### src/rtl/fft_pkg.sv
`default_nettype none
// ============================================================================
// Module   : fft_pkg
// Brief    : Shared types, widths and the twiddle ROM generator for FFT stages.
// Revision : 1.0 - initial release
// ============================================================================
package fft_pkg;

    localparam int INTEGER_SIZE = 8;
    localparam int FRACT_SIZE   = 8;
    localparam int DATA_WIDTH   = INTEGER_SIZE + FRACT_SIZE;

    typedef enum logic [0:0] {
        IDLE = 1'b0,
        RUN  = 1'b1
    } seq_state_t;

    // pi in Q30 fixed point
    localparam longint PI_Q30 = 64'sd3373259426;

    // round(2^fract * cos(2*pi*m/n)), half away from zero, via a Q30 Taylor
    // series so the table can be built at elaboration without real math.
    function automatic int quarter_cos(input int m, input int n, input int fract);
        longint x;
        longint x2;
        longint term;
        longint sum;
        longint scaled;
        longint half;
        x    = (longint'(2) * PI_Q30 * longint'(m)) / longint'(n);
        x2   = (x * x) >>> 30;
        term = longint'(1) << 30;
        sum  = 64'sd0;
        half = longint'(1) << 29;
        for (int i = 0; i < 12; i++) begin
            sum  = sum + term;
            term = -(((term * x2) >>> 30) / longint'((2 * i + 1) * (2 * i + 2)));
        end
        scaled = sum * (longint'(1) << fract);
        if (scaled >= 0) begin
            return int'((scaled + half) >>> 30);
        end
        return -int'(((-scaled) + half) >>> 30);
    endfunction

endpackage
`default_nettype wire

### src/rtl/twiddle_sequencer_if.sv
`default_nettype none
// ============================================================================
// Module   : twiddle_sequencer_if
// Brief    : Sample-in / twiddle-out bundle between the stage and its sequencer.
// Revision : 1.0 - initial release
// ============================================================================
interface twiddle_sequencer_if #(
    parameter int DATA_WIDTH = 16,
    parameter int IDX_W      = 7
);
    logic                         in_valid;
    logic                         start;
    logic                         inverse;
    logic signed [DATA_WIDTH-1:0] tw_r;
    logic signed [DATA_WIDTH-1:0] tw_i;
    logic                         tw_valid;
    logic                         tw_bypass;
    logic [IDX_W-1:0]             tw_index;
    logic                         frame_done;
    logic                         busy;

    modport master (
        output in_valid, start, inverse,
        input  tw_r, tw_i, tw_valid, tw_bypass, tw_index, frame_done, busy
    );

    modport slave (
        input  in_valid, start, inverse,
        output tw_r, tw_i, tw_valid, tw_bypass, tw_index, frame_done, busy
    );
endinterface
`default_nettype wire

### src/rtl/twiddle_sequencer_rom.sv
`default_nettype none
// ============================================================================
// Module   : twiddle_rom
// Brief    : Quarter-wave cosine lookup with symmetry fold and conjugate select.
// Revision : 1.0 - initial release
// ============================================================================
module twiddle_rom
    import fft_pkg::*;
#(
    parameter int FFT_SIZE   = 128,
    parameter int FRACT_SIZE = 8,
    parameter int DATA_WIDTH = 16,
    parameter int K_W        = $clog2(FFT_SIZE) - 1
) (
    input  logic [K_W-1:0]               i_k,
    input  logic                         i_inverse,
    output logic signed [DATA_WIDTH-1:0] o_cos,
    output logic signed [DATA_WIDTH-1:0] o_imag
);

    localparam int QUARTER = FFT_SIZE / 4;

    logic signed [DATA_WIDTH-1:0] w_rom [0:QUARTER];
    logic [K_W-1:0]               w_cidx;
    logic [K_W-1:0]               w_sidx;
    logic                         w_neg_cos;
    logic signed [DATA_WIDTH-1:0] w_sin;

    generate
        for (genvar m = 0; m <= QUARTER; m++) begin : g_rom
            assign w_rom[m] = DATA_WIDTH'(quarter_cos(m, FFT_SIZE, FRACT_SIZE));
        end
    endgenerate

    // Second quadrant folds onto the first: cos = -C[N/2-k], sin = C[k-N/4].
    always_comb begin
        w_cidx    = i_k;
        w_sidx    = K_W'(QUARTER) - i_k;
        w_neg_cos = 1'b0;
        if (i_k > K_W'(QUARTER)) begin
            w_cidx    = K_W'(QUARTER) - (i_k - K_W'(QUARTER));
            w_sidx    = i_k - K_W'(QUARTER);
            w_neg_cos = 1'b1;
        end
    end

    assign o_cos  = w_neg_cos ? -w_rom[w_cidx] : w_rom[w_cidx];
    assign w_sin  = w_rom[w_sidx];
    assign o_imag = i_inverse ? w_sin : -w_sin;

endmodule
`default_nettype wire

### src/rtl/twiddle_sequencer.sv
`default_nettype none
// ============================================================================
// Module   : twiddle_sequencer
// Brief    : Per-sample twiddle generator for one radix-2 DIF SDF stage.
// Revision : 1.0 - initial release
// ============================================================================
module twiddle_sequencer
    import fft_pkg::*;
#(
    parameter int INTEGER_SIZE = 8,
    parameter int FRACT_SIZE   = 8,
    parameter int FFT_SIZE     = 128,
    parameter int STAGE        = 0
) (
    input  logic               clk,
    input  logic               rst,
    twiddle_sequencer_if.slave bus
);

    localparam int DW     = INTEGER_SIZE + FRACT_SIZE;
    localparam int IDX_W  = $clog2(FFT_SIZE);
    localparam int K_W    = IDX_W - 1;
    localparam int SPAN   = FFT_SIZE >> STAGE;
    localparam int HALF   = SPAN / 2;
    localparam logic [IDX_W-1:0]  LAST = IDX_W'(FFT_SIZE - 1);
    localparam logic signed [DW-1:0] ONE = DW'(1) << FRACT_SIZE;

    seq_state_t              state_q, state_d;
    logic [IDX_W-1:0]        cnt_q, cnt_d;
    logic                    inv_q, inv_d;
    logic signed [DW-1:0]    tw_r_q, tw_r_d;
    logic signed [DW-1:0]    tw_i_q, tw_i_d;
    logic                    tw_valid_q, tw_valid_d;
    logic                    tw_bypass_q, tw_bypass_d;
    logic [IDX_W-1:0]        tw_index_q, tw_index_d;
    logic                    frame_done_q, frame_done_d;

    logic                    w_start;
    logic                    w_accept;
    logic [IDX_W-1:0]        w_n;
    logic                    w_inv;
    logic [IDX_W-1:0]        w_pos;
    logic                    w_bypass;
    logic [K_W-1:0]          w_k;
    logic signed [DW-1:0]    w_cos;
    logic signed [DW-1:0]    w_imag;

    // A start always wins, even mid-frame: it restarts at n=0 and relatches inverse.
    assign w_start  = bus.in_valid && bus.start;
    assign w_accept = w_start || (bus.in_valid && (state_q == RUN));
    assign w_n      = w_start ? '0 : cnt_q;
    assign w_inv    = w_start ? bus.inverse : inv_q;
    assign w_pos    = w_n & IDX_W'(SPAN - 1);
    assign w_bypass = (w_pos < IDX_W'(HALF));
    assign w_k      = K_W'((w_pos - IDX_W'(HALF)) << STAGE);

    twiddle_rom #(
        .FFT_SIZE   (FFT_SIZE),
        .FRACT_SIZE (FRACT_SIZE),
        .DATA_WIDTH (DW),
        .K_W        (K_W)
    ) u_rom (
        .i_k       (w_k),
        .i_inverse (w_inv),
        .o_cos     (w_cos),
        .o_imag    (w_imag)
    );

    always_comb begin
        state_d      = state_q;
        cnt_d        = cnt_q;
        inv_d        = inv_q;
        tw_r_d       = tw_r_q;
        tw_i_d       = tw_i_q;
        tw_bypass_d  = tw_bypass_q;
        tw_index_d   = tw_index_q;
        tw_valid_d   = 1'b0;
        frame_done_d = 1'b0;
        if (w_accept) begin
            tw_valid_d  = 1'b1;
            tw_index_d  = w_n;
            tw_bypass_d = w_bypass;
            tw_r_d      = w_bypass ? ONE : w_cos;
            tw_i_d      = w_bypass ? '0  : w_imag;
            inv_d       = w_inv;
            cnt_d       = w_n + 1'b1;
            if (w_n == LAST) begin
                state_d      = IDLE;
                frame_done_d = 1'b1;
            end else begin
                state_d      = RUN;
            end
        end
    end

    always_ff @(posedge clk or negedge rst) begin
        if (!rst) begin
            state_q      <= IDLE;
            cnt_q        <= '0;
            inv_q        <= 1'b0;
            tw_r_q       <= '0;
            tw_i_q       <= '0;
            tw_valid_q   <= 1'b0;
            tw_bypass_q  <= 1'b0;
            tw_index_q   <= '0;
            frame_done_q <= 1'b0;
        end else begin
            state_q      <= state_d;
            cnt_q        <= cnt_d;
            inv_q        <= inv_d;
            tw_r_q       <= tw_r_d;
            tw_i_q       <= tw_i_d;
            tw_valid_q   <= tw_valid_d;
            tw_bypass_q  <= tw_bypass_d;
            tw_index_q   <= tw_index_d;
            frame_done_q <= frame_done_d;
        end
    end

    assign bus.tw_r       = tw_r_q;
    assign bus.tw_i       = tw_i_q;
    assign bus.tw_valid   = tw_valid_q;
    assign bus.tw_bypass  = tw_bypass_q;
    assign bus.tw_index   = tw_index_q;
    assign bus.frame_done = frame_done_q;
    assign bus.busy       = (state_q == RUN);

endmodule
`default_nettype wire

### src/flat_wrapper.sv
// flat-port wrapper written by rule: the top's interface ports become plain ports
module twiddle_sequencer_flat import fft_pkg::*;
#(
    parameter int INTEGER_SIZE = 8,
    parameter int FRACT_SIZE   = 8,
    parameter int FFT_SIZE     = 128,
    parameter int STAGE        = 0
)
  (clk, rst, bus_in_valid, bus_start, bus_inverse, bus_tw_r, bus_tw_i, bus_tw_valid, bus_tw_bypass, bus_tw_index, bus_frame_done, bus_busy);
  twiddle_sequencer_if #(.DATA_WIDTH(16), .IDX_W(7)) bus_i ();
  input  logic clk;
  input  logic rst;
  input wire logic [$bits(bus_i.in_valid)-1:0] bus_in_valid;
  input wire logic [$bits(bus_i.start)-1:0] bus_start;
  input wire logic [$bits(bus_i.inverse)-1:0] bus_inverse;
  output wire logic [$bits(bus_i.tw_r)-1:0] bus_tw_r;
  output wire logic [$bits(bus_i.tw_i)-1:0] bus_tw_i;
  output wire logic [$bits(bus_i.tw_valid)-1:0] bus_tw_valid;
  output wire logic [$bits(bus_i.tw_bypass)-1:0] bus_tw_bypass;
  output wire logic [$bits(bus_i.tw_index)-1:0] bus_tw_index;
  output wire logic [$bits(bus_i.frame_done)-1:0] bus_frame_done;
  output wire logic [$bits(bus_i.busy)-1:0] bus_busy;
  assign bus_i.in_valid = bus_in_valid;
  assign bus_i.start = bus_start;
  assign bus_i.inverse = bus_inverse;
  assign bus_tw_r = bus_i.tw_r;
  assign bus_tw_i = bus_i.tw_i;
  assign bus_tw_valid = bus_i.tw_valid;
  assign bus_tw_bypass = bus_i.tw_bypass;
  assign bus_tw_index = bus_i.tw_index;
  assign bus_frame_done = bus_i.frame_done;
  assign bus_busy = bus_i.busy;
  twiddle_sequencer #(.INTEGER_SIZE(INTEGER_SIZE), .FRACT_SIZE(FRACT_SIZE), .FFT_SIZE(FFT_SIZE), .STAGE(STAGE)) u_core (.clk(clk), .rst(rst), .bus(bus_i));
endmodule
### config.mk
export PLATFORM = sky130hd
export DESIGN_NAME = twiddle_sequencer_flat
export DESIGN_NICKNAME = d
export VERILOG_FILES = /design/src/rtl/fft_pkg.sv /design/src/rtl/twiddle_sequencer_if.sv /design/src/rtl/twiddle_sequencer_rom.sv /design/src/rtl/twiddle_sequencer.sv /design/src/flat_wrapper.sv
export SDC_FILE = /design/constraint.sdc
export NUM_CORES = 1
export LEC_CHECK = 0
export BUFFER_PORTS_ARGS = -buffer_cell sky130_fd_sc_hd__buf_2
export CAP_MARGIN = 30
export CELL_PAD_IN_SITES_DETAIL_PLACEMENT = 2
export CELL_PAD_IN_SITES_GLOBAL_PLACEMENT = 2
export CORE_ASPECT_RATIO = 0.8
export CORE_UTILIZATION = 35
export DETAILED_ROUTE_END_ITERATION = 10
export PLACE_DENSITY = 0.82
export SKIP_CTS_REPAIR_TIMING = 1
export SYNTH_ARGS = -nofsm -noshare
export SYNTH_HDL_FRONTEND = slang
export SYNTH_SLANG_ARGS = --single-unit
### constraint.sdc
create_clock -name clk -period 12.5 [get_ports clk]
set_input_delay 0.625 -clock clk [delete_from_list [all_inputs] [get_ports clk]]
set_output_delay 0.625 -clock clk [all_outputs]
set_load 0.02 [all_outputs]
==> flow_summary.yaml <==
global_route:
  grt-ovfl-total: 0
  grt_usage_pct: 27.11
  met2_usage_pct: 44.65
  grt-busiest-layer: "met2"
  met3_usage_pct: 2.179
  grt_max_degree: 52
  grt_pass1_wl_um: 25450
  antenna_found_initial: 0
  grt_pass1_vias: 4334
  grt.met1_usage_pct: 39.50
placement:
  gp_congestion: 0.8940
  hpwl_um: 11910
  post-place-ws_ns: 6.226
  placed_cells: 672
  port-buffer-count: 47
final_layout:
  final_common_cell: "nand2_1"
  drive_above_1_share_pct: 15.25
  instances_no_fill: 679
  final_util_pct: 39.53
  nNetsFinal: 551
  diodes: 0
  syn_to_final_growth_pct: 10.37
  layout_common_cells: "nand2_1, dfrtp_1, buf_2"
synth:
  synth-seq-cells: 51
  synth.area.top_cells: "dfrtp_1, nand2_1, o21ai_0"
  async_flop_share_pct: 100.0
  netlist_instances: 508
  synth_top_area_share_pct: 30.94
  synth_area_per_cell_um2: 8.120
  yosys.area.top_type: "dfrtp_1"
  synth_area_mm2: 0.004125
  ys_warn_count: 0
  seq_area_frac_synth_pct: 30.94
  syn-num-nets: 528
  ys_types: 82
  synth_edf_count: 0
  synthFlopType: "dfrtp_1"
sta:
  setup_violations: 0
  worst_pin_slew_ns: 0.9886
  hold_viol: 0
  fin_ws_ns: 6.298
  max_slew_margin_pct: 33.58
  fmax_mhz: 161.2
  fin_tns_setup_ns: 0
  min_period_ns: 6.202
  clock_skew_ns: 0.008944
  grt_setup_unrepaired: "false"
  timing.final.crit_share_pct: 49.62
  final-max-slew-violation-count: 0
detailed_routing:
  wl_um: 16140
  wl_per_cell_um: 23.77
  drt_iter0_drc: 332
  ant_nets: 0
  drt-pass1-iter-count: 5
  drcViolationCount: 0
  num_vias: 4123
  viasPerCell: 6.072
pwr:
  vdd.ir_drop.worst_uv: 64.50
  total_power_w: 0.0008329
  p_per_area_mw_per_mm2: 182.9
  leakage_nw: 2.108
worst_setup_path:
  cp_num_buf_inv: 4
  crit_path_start_kind: "input port"
  cp_data_required_time_ns: 12.72
  cp.arrival_ns: 6.42
  slowest_delay_ns: 0.79
  cpLargestDelayFamily: "compound AO/OA/AOI/OAI gates"
  crit_path_max_fanout: 17
  crit_path_top_delay_cell: "o21ai_1"
  crit_path_cell_trace: "buf_2 > and2_1 > nor2_1 > inv_1 > ha_1 > nand2b_1 > nor3_1 > o21ai_1 > clkinv_1 > ha_1 > inv_1 > a211oi_1 > a311o_1 > o21a_1 > ha_1 > o21ai_0 > nor2_1 > a21oi_1 > a21o_1"
  worstSetupPathType: "input port to flip-flop"
  cpMostUsedCell: "ha_1"
  critPathCaptureType: "flip-flop"
clocking:
  numCtsBuffers: 5
  insertion_delay_ns: 0.29
  clk_pin_slew_ns: 0.07
  cts_tree: "yes"
  clock_path_buffers: 2
  cts.sinks: 51
  htreeDepth: 2
  cts-root-buf: "clkbuf_16"
floorplanning:
  core_area_mm2: 0.01152
  die_width_um: 123.4
  rows: 35
  dieArea_mm2: 0.01223
  ios: 48
  die_h_um: 99.11
  initial_utilization_pct: 35.82
outcome:
  status: "complete, no violations"
worst_hold_path:
  hp-class: "input port to asynchronous set/reset pin"
run:
  cap_violations: 0
-- report_power, final --
group,total (W),internal [W],leakage (nW),switching (W)
sequential,0.000204,0.000182,0.677,0.0000221
clock,0.000156,0.0000934,0.0759,0.0000621
combinational,0.000474,0.000154,1.35,0.000319
-- routing by layer --
metal	part of all wire (%)	routed length (um)	up-vias
met5	0	0	-
met4	0.45	72	0
met3	2.9	472	5
met2	48	7671	91
met1	49	7927	2138
li1	-	-	1889
-- area by class of cell --
class | count | area, um^2
Fill cell | 1316 | 6964
Multi-Input combinational cell | 401 | 2582
Sequential cell | 51 | 1276
Timing Repair Buffer | 51 | 265.3
Tap cell | 148 | 185.2
Clock buffer | 5 | 125.1
Inverter | 21 | 81.33
Clock inverter | 2 | 37.54
-- kinds of logic (layout without fill, tap and decap cells) --
group | after synthesis | in the layout | share of synthesized area, %
AOI/OAI and AO/OA | 154 | 154 | 26.39
adders and majority gates | 15 | 15 | 4.550
xor gates and xnor gates | 15 | 15 | 3.185
DFF | 51 | 51 | 30.94
muxes | 16 | 16 | 4.216
buffers and inverters | 56 | 79 | 6.733
and+or+nand+nor | 201 | 201 | 23.99
-- sequential cells by signal, summed over array words and instances, names as in the netlist --
register / cells
u_core.bus.tw_i: 16
u_core.bus.tw_r: 16
u_core.bus.tw_index: 7
u_core.cnt_q: 7
u_core.bus.busy: 1
u_core.bus.frame_done: 1
u_core.bus.tw_bypass: 1
u_core.bus.tw_valid: 1
u_core.inv_q: 1
-- worst paths after layout --
check | from | end | slack, ns | depth (start not counted)
min in group clk | u_core.bus.tw_r[15] | u_core.bus.tw_r[15] | 0.47 | 2
max | bus_in_valid | u_core.bus.tw_r[12] | 6.30 | 19
max in group asynchronous | rst | u_core.bus.tw_index[0] | 11.59 | 2
min reg2reg | u_core.bus.tw_r[15] | u_core.bus.tw_r[15] | 0.47 | 2
min | rst | u_core.bus.tw_r[14] | 0.45 | 2
max reg2reg | u_core.cnt_q[0] | u_core.bus.tw_r[12] | 6.31 | 18
-- cell usage after synthesis (7+ instances only) --
cell type / count
a21oi_1: 25
buf_2: 13
clkbuf_1: 12
dfrtp_1: 51
ha_1: 15
inv_1: 17
mux2i_1: 11
nand2_1: 75
nand3_1: 10
nand4_1: 7
nor2_1: 39
nor3_1: 22
o21ai_0: 42
or3_1: 7
xnor2_1: 8
xor2_1: 7
-- through the flow --
step	area [um^2]	hold slack, ns
after global routing	4553	0.5162
after floorplan	4125	0.3294
after detailed placement	4390	0.4548
after CTS	4553	0.4700
final	4553	0.4489
after global placement	4383	0.4557
Power figures use the tool's default switching activity.
